`src/rtl/int_scheduler_pkg.sv`:
```
// ---------------------------------------------------------------------------
// int_scheduler_pkg
// Shared definitions for the interrupt scheduler and the CP0 vector logic.
//   sched_state_t  : scheduler FSM encoding (IDLE, REQ, HOLD)
//   DEF_VEC_BASE   : default handler address of source 0
//   DEF_VEC_STRIDE : default spacing between consecutive source vectors
//   vec_addr()     : base + idx*stride, wrapping modulo 2^32
// ---------------------------------------------------------------------------
package int_scheduler_pkg;

    typedef enum logic [1:0] {
        IDLE = 2'd0,
        REQ  = 2'd1,
        HOLD = 2'd2
    } sched_state_t;

    localparam logic [31:0] DEF_VEC_BASE   = 32'h0000_0800;
    localparam logic [31:0] DEF_VEC_STRIDE = 32'h0000_0010;

    // Handler address for a source index; the 32-bit result wraps naturally.
    function automatic logic [31:0] vec_addr(input logic [31:0] base,
                                             input logic [31:0] stride,
                                             input logic [31:0] idx);
        return base + idx * stride;
    endfunction

endpackage

```
`src/rtl/int_prio_enc.sv`:
```
// ---------------------------------------------------------------------------
// int_prio_enc
// Highest-set-bit encoder. Bit W-1 has the highest priority.
//   req   in  W   request vector
//   valid out 1   at least one request bit is set
//   idx   out IW  index of the highest set bit (0 when valid = 0)
// ---------------------------------------------------------------------------
module int_prio_enc #(
    parameter int W  = 3,
    parameter int IW = (W > 1) ? $clog2(W) : 1
) (
    input  logic [W-1:0]  req,
    output logic          valid,
    output logic [IW-1:0] idx
);

    // Scanning upward lets the last (highest) set bit win.
    always_comb begin
        valid = 1'b0;
        idx   = '0;
        for (int i = 0; i < W; i++) begin
            if (req[i]) begin
                valid = 1'b1;
                idx   = IW'(i);
            end
        end
    end

endmodule

```
`src/rtl/int_scheduler.sv`:
```
// ---------------------------------------------------------------------------
// int_scheduler
// Nested, vectored interrupt scheduler between the raw sources and CP0.
// Edge-detects sources, tracks pending / in-service levels, requests the
// highest eligible source from the CPU and supplies its handler vector.
//   clk        in  1     system clock
//   rst        in  1     synchronous, active-low reset
//   intsrc     in  NSRC  raw interrupt lines (rising edge = event)
//   ie         in  1     global interrupt enable
//   mask       in  NSRC  per-source enable (1 = allowed)
//   irq        out 1     interrupt request to the CPU
//   irq_ack    in  1     CPU has taken the request (pulse)
//   eret       in  1     handler has returned (pulse)
//   vector     out 32    handler address of the current winner
//   pending    out NSRC  latched, not-yet-serviced events
//   in_service out NSRC  sources being serviced, including nested ones
// ---------------------------------------------------------------------------
module int_scheduler
    import int_scheduler_pkg::*;
#(
    parameter int          NSRC       = 3,
    parameter logic [31:0] VEC_BASE   = DEF_VEC_BASE,
    parameter logic [31:0] VEC_STRIDE = DEF_VEC_STRIDE
) (
    input  logic            clk,
    input  logic            rst,
    input  logic [NSRC-1:0] intsrc,
    input  logic            ie,
    input  logic [NSRC-1:0] mask,
    output logic            irq,
    input  logic            irq_ack,
    input  logic            eret,
    output logic [31:0]     vector,
    output logic [NSRC-1:0] pending,
    output logic [NSRC-1:0] in_service
);

    localparam int IW = (NSRC > 1) ? $clog2(NSRC) : 1;

    sched_state_t    state, state_nx;
    logic [IW-1:0]   win, win_nx;
    logic [NSRC-1:0] prev;
    logic [NSRC-1:0] ev;
    logic [NSRC-1:0] above;
    logic [NSRC-1:0] cand;
    logic [NSRC-1:0] ack_set;
    logic [NSRC-1:0] eret_clr;
    logic            take_ack;
    logic            top_valid;
    logic [IW-1:0]   top_idx;
    logic            cand_valid;
    logic [IW-1:0]   cand_idx;

    // Current nesting level: highest in-service source.
    int_prio_enc #(.W(NSRC), .IW(IW)) u_top_enc (
        .req   (in_service),
        .valid (top_valid),
        .idx   (top_idx)
    );

    // Best eligible candidate: highest pending, unmasked source above the
    // current nesting level.
    int_prio_enc #(.W(NSRC), .IW(IW)) u_win_enc (
        .req   (cand),
        .valid (cand_valid),
        .idx   (cand_idx)
    );

    // Event detection, eligibility window and the eret retire mask. eret
    // always retires the innermost level, using in_service before any
    // same-cycle acknowledge lands.
    always_comb begin
        ev       = intsrc & ~prev;
        above    = '0;
        eret_clr = '0;
        for (int i = 0; i < NSRC; i++) begin
            above[i] = !top_valid || (IW'(i) > top_idx);
        end
        cand = pending & mask & above;
        if (eret && top_valid) begin
            eret_clr[top_idx] = 1'b1;
        end
    end

    // Next-state logic. win is only loaded on the IDLE->REQ step so a later,
    // higher-priority arrival cannot change a request already presented.
    // An acknowledge takes precedence over a same-cycle withdrawal.
    always_comb begin
        state_nx = state;
        win_nx   = win;
        take_ack = 1'b0;
        ack_set  = '0;
        case (state)
            IDLE: begin
                if (ie && cand_valid) begin
                    win_nx   = cand_idx;
                    state_nx = REQ;
                end
            end
            REQ: begin
                if (irq_ack) begin
                    take_ack = 1'b1;
                    state_nx = HOLD;
                end else if (!ie || !mask[win]) begin
                    state_nx = IDLE;
                end
            end
            HOLD: begin
                state_nx = IDLE;
            end
            default: begin
                state_nx = IDLE;
            end
        endcase
        if (take_ack) begin
            ack_set[win] = 1'b1;
        end
    end

    // FSM state register.
    always_ff @(posedge clk) begin
        if (!rst) begin
            state <= IDLE;
        end else begin
            state <= state_nx;
        end
    end

    // Registered datapath and outputs. A new event is OR-ed in after the
    // acknowledge clear, so an event arriving with the ack is not lost.
    always_ff @(posedge clk) begin
        if (!rst) begin
            prev       <= '0;
            win        <= '0;
            irq        <= 1'b0;
            vector     <= VEC_BASE;
            pending    <= '0;
            in_service <= '0;
        end else begin
            prev       <= intsrc;
            win        <= win_nx;
            irq        <= (state_nx == REQ);
            vector     <= vec_addr(VEC_BASE, VEC_STRIDE, 32'(win_nx));
            pending    <= (pending & ~ack_set) | ev;
            in_service <= (in_service & ~eret_clr) | ack_set;
        end
    end

endmodule

```
`config.mk`:
```
export PLATFORM = sky130hd
export DESIGN_NAME = int_scheduler
export DESIGN_NICKNAME = d
export VERILOG_FILES = /design/src/rtl/int_scheduler_pkg.sv /design/src/rtl/int_prio_enc.sv /design/src/rtl/int_scheduler.sv
export SDC_FILE = /design/constraint.sdc
export NUM_CORES = 1
export LEC_CHECK = 0
export CORE_MARGIN = 3
export CORE_UTILIZATION = 36
export DETAILED_ROUTE_END_ITERATION = 6
export GPL_TIMING_DRIVEN = 0
export PLACE_DENSITY = 0.79
export SETUP_SLACK_MARGIN = 0.1
export SLEW_MARGIN = 15
export SYNTH_ARGS = -nofsm -noshare
export SYNTH_HDL_FRONTEND = slang
export SYNTH_SLANG_ARGS = --single-unit
```
`constraint.sdc`:
```
create_clock -name clk -period 2 [get_ports clk]
set_clock_uncertainty 0.15 [all_clocks]
set_input_delay 0.6 -clock clk [delete_from_list [all_inputs] [get_ports clk]]
set_output_delay 0.6 -clock clk [all_outputs]
set_load 0.05 [all_outputs]
```
Word level (Yosys, flattened, before mapping)
Cells that the tools add are included.
Word-level totals
  output and inout port bits: 39
  logic and storage cells: 65
  bits of input ports: 11
  register bits after elaboration: 46
Cells by class
  $lt $le $gt $ge: 7
  add/subtract/negate cells: 1
  mux-type cells: 26
  equality and inequality tests: 2
  bitwise operators: 10
  reduce and logical (&&, ||, !) cells: 12
Operators by type and width (count)
  bitwise AND 3 bit: 5
  two-way mux 2 bit: 7
  adder 12 x 6 -> 13 bit (first input constant): 1
  two-way mux 1 bit: 13
  inverter 3 bit: 3
  < comparator 2 x 3 -> 1 bit (second input constant): 2
  two-way mux 3 bit: 2
  bitwise OR 3 bit: 2
  demux 1 bit (select 2 bit): 2
  equality test 2 x 1 -> 1 bit (second input constant): 2
  >= comparator 2 x 1 -> 1 bit (second input constant): 2
  > comparator 1 x 2 -> 1 bit (first input constant): 2
  logical AND 1 bit: 4
  logical OR 1 bit: 4
  one-hot mux 2 bit (2 select lines): 1
  zero test 1 bit: 3
  binary-select mux 1 bit (select 2 bit): 1
  > comparator 2 bit (first input constant): 1
  zero test 2 bit: 1

Logic depth before layout (Yosys ltp)
Gate-level depths: netlist of the first run.
  depth in word-level cells: 13
  gate-level depth with buffers: 4
  depth with buffers taken out: 4

Modules after synthesis
From an unflattened synthesis of the first run, not the netlist that was laid out.
Unflattened totals
  cells, all modules: 97
  area total of the unflattened synthesis: 862.1 sq um
Modules (own cells, without submodules)
  int_scheduler: cells each 91, sequential area each 280.3 sq um, area each 822.0 sq um, times used 1
  int_prio_enc: cells each 3, sequential area each 0.0 sq um, area each 20.0 sq um, times used 2

Worst setup path after synthesis of the first run
No wires, ideal clock.
  kind: register to register
  start point: register in_service[2]
  end point: register vector[4]
  cell stages (with the launch flop): 4
  data required time: 1.790 ns
  clock period less this slack: 1.671 ns
  setup slack: 0.329 ns
  setup time: 0.060 ns
  arrival time: 1.462 ns
  buffers on the path: 0
  path through: dfxtp_1 -> or4b_4 -> nor4_2 -> a31o_1
Between the ends
  word-level cells in the longest chain between the ends: 11
  elaborated cells between the ends (all ways): 19
  classes of those cells: 1 x add/sub; 3 x order compare; 9 x mux; 1 x bitwise; 5 x reduce/logical
RTL lines
  from (decl): line int_scheduler.sv:35  | output logic [NSRC-1:0] in_service
  from (signal assigned): line int_scheduler.sv:145  | in_service <= (in_service & ~eret_clr) | ack_set;
  two-way mux 2 bit / two-way mux 1 bit (equally long branches): line int_prio_enc.sv:22  | if (req[i]) begin
  > comparator 1 x 2 -> 1 bit / zero test 1 bit (equally long branches): line int_scheduler.sv:77  | above[i] = !top_valid || (IW'(i) > top_idx);
  logical OR 1 bit: line int_scheduler.sv:77
  bitwise AND 3 bit (*): line int_scheduler.sv:79  | cand = pending & mask & above;
  two-way mux 1 bit (3 in series): line int_prio_enc.sv:22
  logical AND 1 bit: line int_scheduler.sv:95  | if (ie && cand_valid) begin
  two-way mux 2 bit (*): line int_scheduler.sv:95
  two-way mux 2 bit (*): line int_scheduler.sv:93  | case (state)
  adder 12 x 6 -> 13 bit (*): line int_scheduler_pkg.sv:24  | return base + idx * stride;
  to (signal assigned): line int_scheduler.sv:143  | vector <= vec_addr(VEC_BASE, VEC_STRIDE, 32'(win_nx));
  to (decl): line int_scheduler.sv:33  | output logic [31:0] vector,
Every way passes the cells marked *; elsewhere a longest branch is shown, timed or not.
A chain may end at the register's enable or synchronous reset.

Worst setup path in the final report of the first run
  start point: register in_service[0]
  end point: output in_service[0]
No word-level cell between the ends.

==> results of run 1 <==
routing by layer:
| metal | routed length [µm] | global-route usage | part of all wire |
|---|---|---|---|
| met1 | 671 | 0.1399 | 0.40 |
| met2 | 749 | 0.2149 | 0.44 |
| met3 | 252 | 0.03380 | 0.15 |
| met4 | 13 | 0.06383 | 0.0077 |
| met5 | 0 | 0 | 0 |
worst paths after layout:
kind                                  from                     to  slack, ps  cells after the start
hold / removal          prev[1]$_SDFF_PN0_  pending[1]$_SDFF_PN0_        260                      1
setup / recovery  in_service[0]$_SDFF_PN0_          in_service[0]        130                      1
setup reg to reg       state[1]$_SDFF_PN0_  pending[0]$_SDFF_PN0_        500                      3
hold reg to reg         prev[1]$_SDFF_PN0_  pending[1]$_SDFF_PN0_        260                      1
Yosys cell counts:
library cell / number
buf_4: 30
dfxtp_1: 14
a21oi_1: 6
nor2_1: 5
inv_1: 4
o21ai_0: 4
a211oi_1: 3
and2_1: 3
nand2_1: 3
nand2b_1: 3
nand3b_1: 3
conb_1: 2
a31o_1: 1
a32o_1: 1
mux2i_1: 1
nand4b_1: 1
nor3b_1: 1
nor4_2: 1
nor4b_1: 1
o22ai_1: 1
or3_1: 1
or3b_2: 1
or4b_4: 1
power breakdown:
part | internal, mW | switching, mW
registers | 0.293 | 0.0107
clock network | 0.111 | 0.0933
logic | 0.0866 | 0.195
logic make-up (layout without fill, tap and decap cells):
group	count (synthesis)	count (layout)	synth area share
AND/OR/NAND/NOR	24	24	0.1975
other	2	30	0.009482
buffers and inverters	34	58	0.3033
flip-flops	14	14	0.3539
AO/OA/AOI/OAI	16	16	0.1232
multiplexers	1	1	0.01264
layout make-up:
type | count | area, µm² | share of cell area
multi-input cells | 71 | 382.9 | 0.3319
inverters | 4 | 15.01 | 0.01302
flip-flops and latches | 14 | 280.3 | 0.2429
clock buffers | 4 | 36.28 | 0.03145
repair buffers | 20 | 180.2 | 0.1562
plain buffers | 30 | 225.2 | 0.1952
well taps | 27 | 33.78 | 0.02928
state kept, by name, summed over array words and instances (netlist names):
| register | cells |
|---|---|
| in_service | 3 |
| pending | 3 |
| prev | 3 |
| state | 2 |
| vector | 2 |
| irq | 1 |
per-stage QoR:
stage                     TNS, ps  worst slack (ps)  hold WS, ps  power (mW)    util
after floorplan                 0             328.5        238.1      0.5410       -
after global routing            0             101.2        274.8      0.8195  0.5705
after global placement     -573.1            -161.6        242.4      0.5884  0.5545
after detailed placement   -770.3            -210.6        248.0      0.5915  0.5545
after CTS                       0             101.5        260.5      0.7896  0.5743
final                           0             129.5        257.1      0.7890  0.5705
timing repair:
| item | 4_1_cts | 5_1_grt |
|---|---|---|
| endpoints found under the setup margin | 10 | 10 |
| pin swaps | 1 | 0 |
| resized for setup | 26 | 8 |
| setup buffers | 0 | 1 |
==> results.py, run 1 <==
metrics = {
    "run_status": {
        "run_status": "finished clean",
    },
    "final_layout": {
        "nFillCells": 189,
        "diodes": 0,
        "final_cell_mix": "buf_4 (31), conb_1 (30), dfxtp_1 (14), clkdlybuf4s50_1 (9), a21oi_1 (6)",
        "drive_above_1_share": 0.3217,
        "syn_to_final_growth_pct": 45.66,
        "nets": 155,
        "design_area_um2": 1154,
        "layout_commonest_cell": "buf_4",
        "layoutNonFillerInstCount": 170,
    },
    "detailed_routing": {
        "drc": 0,
        "drt-initial-drc-count": 13,
        "postRouteWirelength_um": 1686,
        "vias_per_cell": 4.129,
        "ant_nets": 0,
        "drt_pre_antenna_iters": 4,
        "detail_route.wl_per_cell_um": 9.918,
        "vias": 702,
    },
    "global_routing": {
        "antenna_found_initial": 0,
        "grt_max_degree": 9,
        "overflow": 0,
        "grt_pass1_vias": 614,
        "grt_pass1_wl_um": 2587,
        "grt_use_total": 0.1251,
    },
    "setup_path": {
        "cp-start-kind": "flip-flop",
        "critPathKind": "flip-flop to primary output",
        "critPathRequiredTime_ps": 1250,
        "arrival_ps": 1120,
        "crit_chain": "clkdlybuf4s15_1",
        "critPathTopFamily": "buffers and inverters",
        "critical-path-max-stage-delay_ps": 500,
        "cp_slowest_cell": "clkdlybuf4s15_1",
        "path_buf_inv": 1,
        "end_kind": "primary output",
        "crit_fanout": 3,
    },
    "timing": {
        "min_period_over_period": 0.9353,
        "setup_viol": 0,
        "layout_min_cycle_time_ps": 1871,
        "hold_violations": 0,
        "rsz0062_at_grt": "no",
        "fmax_mhz": 534.6,
        "drv_slew": 0,
    },
    "place": {
        "post-place-cells": 165,
        "gp_congestion": 0.8407,
        "post-dp-hpwl_um": 1375,
        "portBuffers": 19,
        "place_area_um2": 1121,
    },
    "synthesis": {
        "ys_seq_elements": 14,
        "yosysTopAreaCell": "dfxtp_1",
        "yosys-top-cells-area": "dfxtp_1 (35%), buf_4 (28%), a21oi_1 (3.8%)",
        "syn_area_um2": 792.0,
        "ys_seq_area_frac": 0.3539,
        "synth_top_area_share": 0.3539,
        "syn-instance-count": 91,
        "synth_warnings": 0,
        "synth_area_per_cell_um2": 8.703,
        "ys_types": 23,
    },
    "job": {
        "maxCapViolCount": 0,
    },
    "floorplanning": {
        "rows": 16,
        "die_x_um": 52.91,
        "initial_core_util": 0.3917,
        "die-height_um": 52.91,
        "dieArea_um2": 2799,
        "io_pins": 50,
        "core_um2": 2022,
    },
    "clocking": {
        "cts_made_buffers": 3,
        "cts_tree": "done",
        "cts_hold_buf": 0,
        "cts_max_level": 1,
        "cts_root_buffer": "clkbuf_4",
        "clockBufferDepth": 2,
        "clock_latency_ps": 270,
        "clkSinkCount": 14,
        "clk_pin_slew_ps": 90,
    },
    "pwr": {
        "leakage_nw": 0.5763,
        "ir_drop_v": 0.0003160,
        "powerDensity_nw_per_um2": 684.0,
    },
    "hold_path": {
        "min_path_type": "flip-flop to flip-flop",
    },
}
Power figures use the tool's default switching activity.
==> run 2, diff against run 1 <==
--- a/config.mk
+++ b/config.mk
@@ -7,2 +7,4 @@
 export LEC_CHECK = 0
+export ABC_AREA = 1
+export CORE_ASPECT_RATIO = 0.7
 export CORE_MARGIN = 3
@@ -11,3 +13,3 @@
 export GPL_TIMING_DRIVEN = 0
-export PLACE_DENSITY = 0.79
+export PLACE_DENSITY = 0.78
 export SETUP_SLACK_MARGIN = 0.1
--- a/constraint.sdc
+++ b/constraint.sdc
@@ -4,2 +4,2 @@
 set_output_delay 0.6 -clock clk [all_outputs]
-set_load 0.05 [all_outputs]
+set_load 0.01 [all_outputs]
==> results.py, run 2 <==
metrics = {
    "timing": {
        "fmax_mhz": 572.6,
        "layout_min_cycle_time_ps": 1746,
        "rsz0062_at_grt": "no",
        "fin_setup_tns_ps": 0,
        "drv_slew": 0,
        "min_period_over_period": 0.8732,
        "hold_violations": 0,
        "setup_viol": 0,
    },
    "synthesis": {
        "syn-instance-count": 106,
        "ys_seq_elements": 14,
        "syn_area_um2": 812.0,
        "synth_edf_count": 0,
        "synth-main-ff-cell": "dfxtp_1",
        "synth_common_cells": "buf_4 (30), dfxtp_1 (14), nand3_1 (13), inv_1 (12), nand2_1 (12)",
        "yosysTopAreaCell": "dfxtp_1",
        "synth_area_per_cell_um2": 7.661,
        "ys_seq_area_frac": 0.3451,
        "ys_types": 19,
        "synth_top_area_share": 0.3451,
        "synth.most_common_cell": "buf_4",
        "async_flop_share": 0,
        "yosys-top-cells-area": "dfxtp_1 (35%), buf_4 (28%), nand3_1 (8.0%)",
        "synth_warnings": 0,
    },
    "pwr": {
        "ir_drop_v": 0.0003189,
        "powerDensity_nw_per_um2": 524.8,
        "leakage_nw": 0.6528,
    },
    "clocking": {
        "cts_root_buffer": "clkbuf_4",
        "clockBufferDepth": 2,
        "cts_tree": "done",
        "clkSinkCount": 14,
        "cts_made_buffers": 3,
        "clk_pin_slew_ps": 70,
        "post_cts_buffers": 0,
        "cts_max_level": 1,
        "clock_latency_ps": 280,
    },
    "final_layout": {
        "nets": 169,
        "final_cell_mix": "buf_4 (30), conb_1 (30), nand3_1 (13)",
        "reg_top3": "in_service: 3 flops, pending: 3 flops, prev: 3 flops",
        "syn_to_final_growth_pct": 43.14,
        "diodes": 0,
        "drive_above_1_share": 0.2885,
        "design_area_um2": 1162,
    },
    "global_routing": {
        "grt_max_degree": 9,
        "grt_pass1_vias": 606,
        "antenna_found_initial": 0,
        "overflow": 0,
        "grt_pass1_wl_um": 2484,
        "grt_use_total": 0.1129,
    },
    "setup_path": {
        "critPathTopFamily": "flip-flops",
        "cp_slowest_cell": "dfxtp_1",
        "critical-path-max-stage-delay_ps": 420,
        "crit_fanout": 5,
        "critPathRequiredTime_ps": 1250,
        "r2r_start": "pending[2]$_SDFF_PN0_",
        "cp-start-kind": "flip-flop",
        "critPathKind": "flip-flop to primary output",
        "timing.rr.end": "vector[5]$_SDFFE_PN0P_",
        "arrival_ps": 1000,
        "path_buf_inv": 1,
        "r2r_slack_ps": 750,
        "rr_worst_depth": 7,
        "cp.depth": 1,
        "setup.worst_path.start": "vector[5]$_SDFFE_PN0P_",
        "endpoint": "vector[5]",
        "end_kind": "primary output",
        "crit_chain": "dlygate4sd2_1",
    },
    "detailed_routing": {
        "vias_per_cell": 3.806,
        "ant_nets": 0,
        "detail_route.wl_per_cell_um": 8.522,
        "drt-initial-drc-count": 4,
        "drc": 0,
        "drt_pre_antenna_iters": 4,
        "postRouteWirelength_um": 1585,
        "vias": 708,
    },
    "floorplanning": {
        "die_x_um": 62.77,
        "core_um2": 1984,
        "initial_core_util": 0.4092,
        "io_pins": 50,
        "dieArea_um2": 2871,
        "die-height_um": 45.74,
        "rows": 13,
    },
    "place": {
        "gp_congestion": 0.7218,
        "place_area_um2": 1145,
        "portBuffers": 19,
        "post-dp-hpwl_um": 1371,
    },
    "job": {
        "maxCapViolCount": 0,
    },
    "hold_path": {
        "min_path_type": "flip-flop to flip-flop",
    },
    "run_status": {
        "run_status": "finished clean",
    },
}
run 2: routing by layer:
metal | global-route usage | vias up | share of wire
met4 | 0.03070 | 0 | 0.0057
met5 | 0 | - | 0
li1 | - | 378 | -
met2 | 0.1864 | 32 | 0.47
met3 | 0.07654 | 2 | 0.11
met1 | 0.1205 | 296 | 0.41
run 2: area by class of cell:
type | count | area (µm²)
tap | 30 | 37.54
sequential | 14 | 282.8
fill | 210 | 822.0
clock buffer | 3 | 22.52
timing repair buffer | 19 | 182.7
inverter | 14 | 52.55
multi-input combinational | 76 | 359.1
buffer | 30 | 225.2
run 2: power breakdown:
| group | switching, mW | internal, mW |
|---|---|---|
| clock | 0.0811 | 0.0698 |
| combinational | 0.0756 | 0.0802 |
| sequential | 0.0102 | 0.293 |
run 2: worst register-to-register path, delay by kind of cell, from the launching register on:
family | cells | cell delay, ps
compound gates | 1 | 50
buf+inv | 1 | 80
flops | 1 | 350
simple gates | 5 | 510
run 2: logic make-up (layout without fill, tap and decap cells):
kind of cell | Yosys count | in the layout | share of synthesized area
other | 2 | 30 | 0.009248
buffers and inverters | 44 | 66 | 0.3421
AO/OA/AOI/OAI | 11 | 11 | 0.07703
AND/OR/NAND/NOR | 35 | 35 | 0.2265
flip-flops | 14 | 14 | 0.3451
run 2: how the worst min path moves through the flow:
stage                             startpoint                    end  slack (ps)  depth (start not counted)
after floorplan           prev[0]$_SDFF_PN0_  pending[0]$_SDFF_PN0_         240                          1
after global placement    prev[0]$_SDFF_PN0_  pending[0]$_SDFF_PN0_         240                          1
after detailed placement  prev[0]$_SDFF_PN0_  pending[0]$_SDFF_PN0_         250                          1
after CTS                 prev[0]$_SDFF_PN0_  pending[0]$_SDFF_PN0_         270                          1
after global routing      prev[0]$_SDFF_PN0_  pending[0]$_SDFF_PN0_         280                          1
final                     prev[0]$_SDFF_PN0_  pending[0]$_SDFF_PN0_         260                          1
run 2: stage by stage:
step                      hold slack (ps)  setup slack [ps]  power (mW)  cells    util
after floorplan                     239.5             643.2      0.4187    134       -
after global placement              241.5             82.39      0.4651    183  0.5769
after detailed placement            254.8             51.38      0.4682    183  0.5769
after CTS                           265.6             128.4      0.6119    186  0.5845
after global routing                279.0             195.1      0.6508    186  0.5858
final                               258.6             253.6      0.6101    186  0.5858
run 2: what timing repair did:
item | 4_1_cts | 5_1_grt
gates resized for setup | 10 | 1
endpoints found under the setup margin | 8 | 1
hold buffers | 0 | 0
==> edit 1, RTL diff (config.mk and constraints of run 2) <==
Register the input `irq_ack` before use, without a reset. The logic sees it one clock later. The other inputs are not delayed to match.
--- a/src/rtl/int_scheduler.sv
+++ b/src/rtl/int_scheduler.sv
@@ -37,4 +37,10 @@
 
     localparam int IW = (NSRC > 1) ? $clog2(NSRC) : 1;
+
+    logic irq_ack_q;
+
+    always_ff @(posedge clk) begin
+        irq_ack_q <= irq_ack;
+    end
 
     sched_state_t    state, state_nx;
@@ -99,5 +105,5 @@
             end
             REQ: begin
-                if (irq_ack) begin
+                if (irq_ack_q) begin
                     take_ack = 1'b1;
                     state_nx = HOLD;
Behaviour: not the same (Yosys sat finds a counterexample within 4 cycles, from zero or initial values and one cycle with rst low).
==> edit 1 against run 2 <==
- wire length is 6.9% higher
- global-route usage is 0.22 points lower
- worst setup slack better by 0.013 ns
- total power is 6.5% higher
- synthesized area is 3.1% higher
- non-clock buffer count stayed put
- via count is 1.6% higher
- sequential cell count is 1 higher
- core utilization is 0.54 points higher
- synthesized cell count stayed put
- design area is 2.6% higher
- count of clock-buffer cells in the layout is 1 higher
==> edit 1: results (changes against run 2) <==
Placed design
  • DP Wirelength: 1441 microns (was 1371 microns)
  • GP Congestion: 0.7253 (was 0.7218)
  • Placed cell area: 1170 sq um (was 1145 sq um)

Final layout
  • # fillers: 194 (was 210)
  • Share of layout cells above drive strength 1: 0.3248 (was 0.2885)
  • Fin nets: 169 (unchanged)

GRT
  • Vias in the first global route: 579 (was 606)
  • Grt met2 use: 0.2137 (was 0.1864)
  • First-pass GRT wire length: 2539 microns (was 2484 microns)
  • Gr usage total: 0.1107 (was 0.1129)
  • Met3 Use GR: 0.04878 (was 0.07654)
  • Met1 Use GR: 0.1176 (was 0.1205)

Critical path
  • R2R Setup Slk: 0.83 ns (was 0.75 ns)
  • Worst setup path startpoint: vector[4] (was vector[5])
  • CP max FO: 6 (was 5)
  • Slowest cell on crit path: dfxtp_2 (was dfxtp_1)
  • Setup crit end: vector[4] (was vector[5])
  • Worst reg2reg startpoint: state[0] (was pending[2])
  • Crit path arrival time: 0.98 ns (was 1.00 ns)

Routing
  • Vias/cell: 3.845 (was 3.806)
  • WL met2: 864 microns (was 741 microns)
  • DR WL met3: 157 microns (was 180 microns)
  • Met1 wire length: 672 microns (was 653 microns)
  • Initial DRC count: 22 (was 4)
  • Top routing layer used: met3 (was met4)
  • WL final: 1695 microns (was 1585 microns)

Power and ir drop
  • Largest vdd supply drop: 0.5726 mV (was 0.3189 mV)
  • Sw Ratio: 0.2731 (was 0.2737)
  • P_clk: 0.169 mW (was 0.151 mW)
  • Flop pwr share: 0.500 (was 0.497)
  • Leak Pwr: 0.6687 nW (was 0.6528 nW)

Synthesis
  • Mean Syn Cell Area: 7.897 sq um (was 7.661 sq um)
  • Commonest cells post-synth: 30 x buf_4, 15 x dfxtp_1, 12 x nand2_1 (was 30 x buf_4, 14 x dfxtp_1, 13 x nand3_1)
  • Top cells by area, synth: dfxtp_1 36%, buf_4 27%, nand2_1 5.4%, nand3_2 4.8%, inv_1 4.5% (was dfxtp_1 35%, buf_4 28%, nand3_1 8.0%, inv_1 5.5%, nand2_1 5.5%)
  • Part of the Yosys area used for sequential elements: 0.3587 (was 0.3451)

Outcome
  • Status: completed (unchanged)

Clock tree
  • Clock-pin transition on the worst setup and hold timing paths: 0.09 ns (was 0.07 ns)
[edit 1: cell types whose count changed in the layout (fill, tap and decap cells not counted), sizes merged]
cell / before / now
nand3: 14 / 11
nor2: 3 / 6
nor3: 3 / 1
clkbuf: 3 / 4
dfxtp: 14 / 15
inv: 14 / 13
nand2: 14 / 15
nand4: 0 / 1
nor3b: 0 / 1
nor4: 1 / 0
o21ai: 4 / 3
o22ai: 0 / 1
[edit 1: cell families after synthesis]
| logic type | synth area share |
|---|---|
| compound gates | 0.07175 |
| buf+inv | 0.3274 |
| other cells | 0.008972 |
| simple gates | 0.2332 |
| flops | 0.3587 |
[edit 1: per-stage QoR]
step | worst slack, ns | hold WS [ns] | util
2_1_floorplan | 0.7187 | 0.2395 | -
3_3_place_gp | 0.1619 | 0.2448 | 0.5800
3_5_place_dp | 0.1506 | 0.2487 | 0.5800
4_1_cts | 0.1202 | 0.2611 | 0.5900
5_1_grt | 0.2280 | 0.2740 | 0.5912
6_report | 0.2666 | 0.2585 | 0.5912
[edit 1: layout make-up]
cell class | instances | area [sq um] | area share
plain buffers | 30 | 225.2 | 0.1889
clock buffers | 4 | 26.28 | 0.02204
inverters | 13 | 48.80 | 0.04092
multi-input cells | 76 | 367.9 | 0.3085
flip-flops and latches | 15 | 304.0 | 0.2550
well taps | 30 | 37.54 | 0.03148
repair buffers | 19 | 182.7 | 0.1532
[edit 1: how the worst min path moves through the flow]
| stage | from | endpoint | slack [ns] | cells after the start |
|---|---|---|---|---|
| final | prev[0] | pending[0] | 0.26 | 1 |
| after global routing | prev[0] | pending[0] | 0.27 | 1 |
| after CTS | prev[0] | pending[0] | 0.26 | 1 |
| after detailed placement | prev[0] | pending[0] | 0.25 | 1 |
| after global placement | prev[0] | pending[0] | 0.24 | 1 |
| after floorplan | prev[0] | pending[0] | 0.24 | 1 |
==> edit 2, RTL diff (settings of run 2) <==
Made on the original files. `NSRC`: 3 -> 5.
--- a/src/rtl/int_scheduler.sv
+++ b/src/rtl/int_scheduler.sv
@@ -19,5 +19,5 @@
     import int_scheduler_pkg::*;
 #(
-    parameter int          NSRC       = 3,
+    parameter int          NSRC       = 5,
     parameter logic [31:0] VEC_BASE   = DEF_VEC_BASE,
     parameter logic [31:0] VEC_STRIDE = DEF_VEC_STRIDE
Interface: changed (resized in_service, intsrc, mask and pending); port bits go from 50 to 58. No check against the original RTL was run, so the function may have changed too.
==> edit 2 against run 2 <==
- clock power is 84% higher
- total power increased by 57%
- register-to-register slack worse by 0.19 ns
- design area up 40%
- sequential cell count grew 7
- combinational power grew 40%
- sequential power grew 51%
- worst setup slack lost 0.096 ns
- synthesized cell count rose by 41%
- synthesized area is 43% higher
- first-iteration DRC count grew to 11 times the old value
- hold slack improved by 0.0066 ns
- critical path depth unchanged
- wire length rose by 52%
==> edit 2: results (changes against run 2) <==
Outcome
  • Status: completed (unchanged)

Critical path
  • Cells on worst reg2reg path: 8 (was 7)
  • Worst setup path startpoint: irq (was vector[5])
  • Family with the most delay on the worst path: buffers and inverters (was flip-flops)
  • Maximum cell stage delay along the critical path: 0.52 ns (was 0.42 ns)
  • Setup crit end: irq (was vector[5])
  • R2R Setup Slk: 0.56 ns (was 0.75 ns)
  • Worst reg2reg startpoint: in_service[3] (was pending[2])
  • Slowest cell on crit path: clkdlybuf4s50_1 (was dfxtp_1)

Placed design
  • Pre-CTS setup slack: -0.02605 ns (was 0.05138 ns)
  • Count of input and output buffers: 28 (was 19)
  • GP Congestion: 0.7892 (was 0.7218)

Final layout
  • Top flop regs: in_service (5), pending (5), prev (5) (was in_service (3), pending (3), prev (3))
  • Finished Layout Cells: 244 (was 186)
  • Design Area, Final: 1625 sq um (was 1162 sq um)
  • Share of layout cells above drive strength 1: 0.2500 (was 0.2885)

Power and ir drop
  • Largest vdd supply drop: 0.3936 mV (was 0.3189 mV)
  • Leak Pwr: 0.8693 nW (was 0.6528 nW)
  • Pint: 0.6888 mW (was 0.4431 mW)

Routing
  • WL final: 2406 microns (was 1585 microns)
  • Via count: 1002 (was 708)

GRT
  • Gr usage total: 0.1243 (was 0.1129)
  • Largest net degree at the start of global routing: 13 (was 9)
  • First-pass GRT wire length: 3753 microns (was 2484 microns)
  • Vias in the first global route: 812 (was 606)

Clock tree
  • Resized cells post-CTS: 15 (was 10)
  • Clk Latency, worst-skew pair: 0.26 ns (was 0.28 ns)
  • Root Buffer Master: clkbuf_8 (was clkbuf_4)

Synthesis
  • Part of the Yosys area used for sequential elements: 0.3629 (was 0.3451)

STA
  • Min Clock Period, post-route: 1.842 ns (was 1.746 ns)

Hold path
  • Endpoint, Worst Hold: pending[3] (was pending[0])
[edit 2: changes by cell type after synthesis, sizes merged]
| cell | delta |
|---|---|
| clkbuf | +2 |
| nand3 | -1 |
| nor3 | -1 |
| inv | +3 |
| dfxtp | +7 |
| a21oi | +3 |
| buf | -1 |
| nand2 | +10 |
| nor2 | +6 |
| o21ai | +5 |
| nand4 | +11 |
| nor4 | -1 |
[edit 2: layout make-up]
class / instances / share of cell area
Multi-Input combinational cell: 107 / 0.3387
Sequential cell: 21 / 0.2625
Timing Repair Buffer: 28 / 0.1647
Buffer: 31 / 0.1386
Inverter: 17 / 0.03926
Tap cell: 36 / 0.02771
Clock buffer: 3 / 0.02540
Clock inverter: 1 / 0.003079
[edit 2: metal layers]
metal / track usage / routed length, microns / up-vias
met2: 0.1735 / 1017 / 31
met1: 0.1773 / 1144 / 425
met3: 0.05882 / 245 / 0
met5: 0 / 0 / -
li1: - / - / 546
met4: 0.009036 / 0 / 0
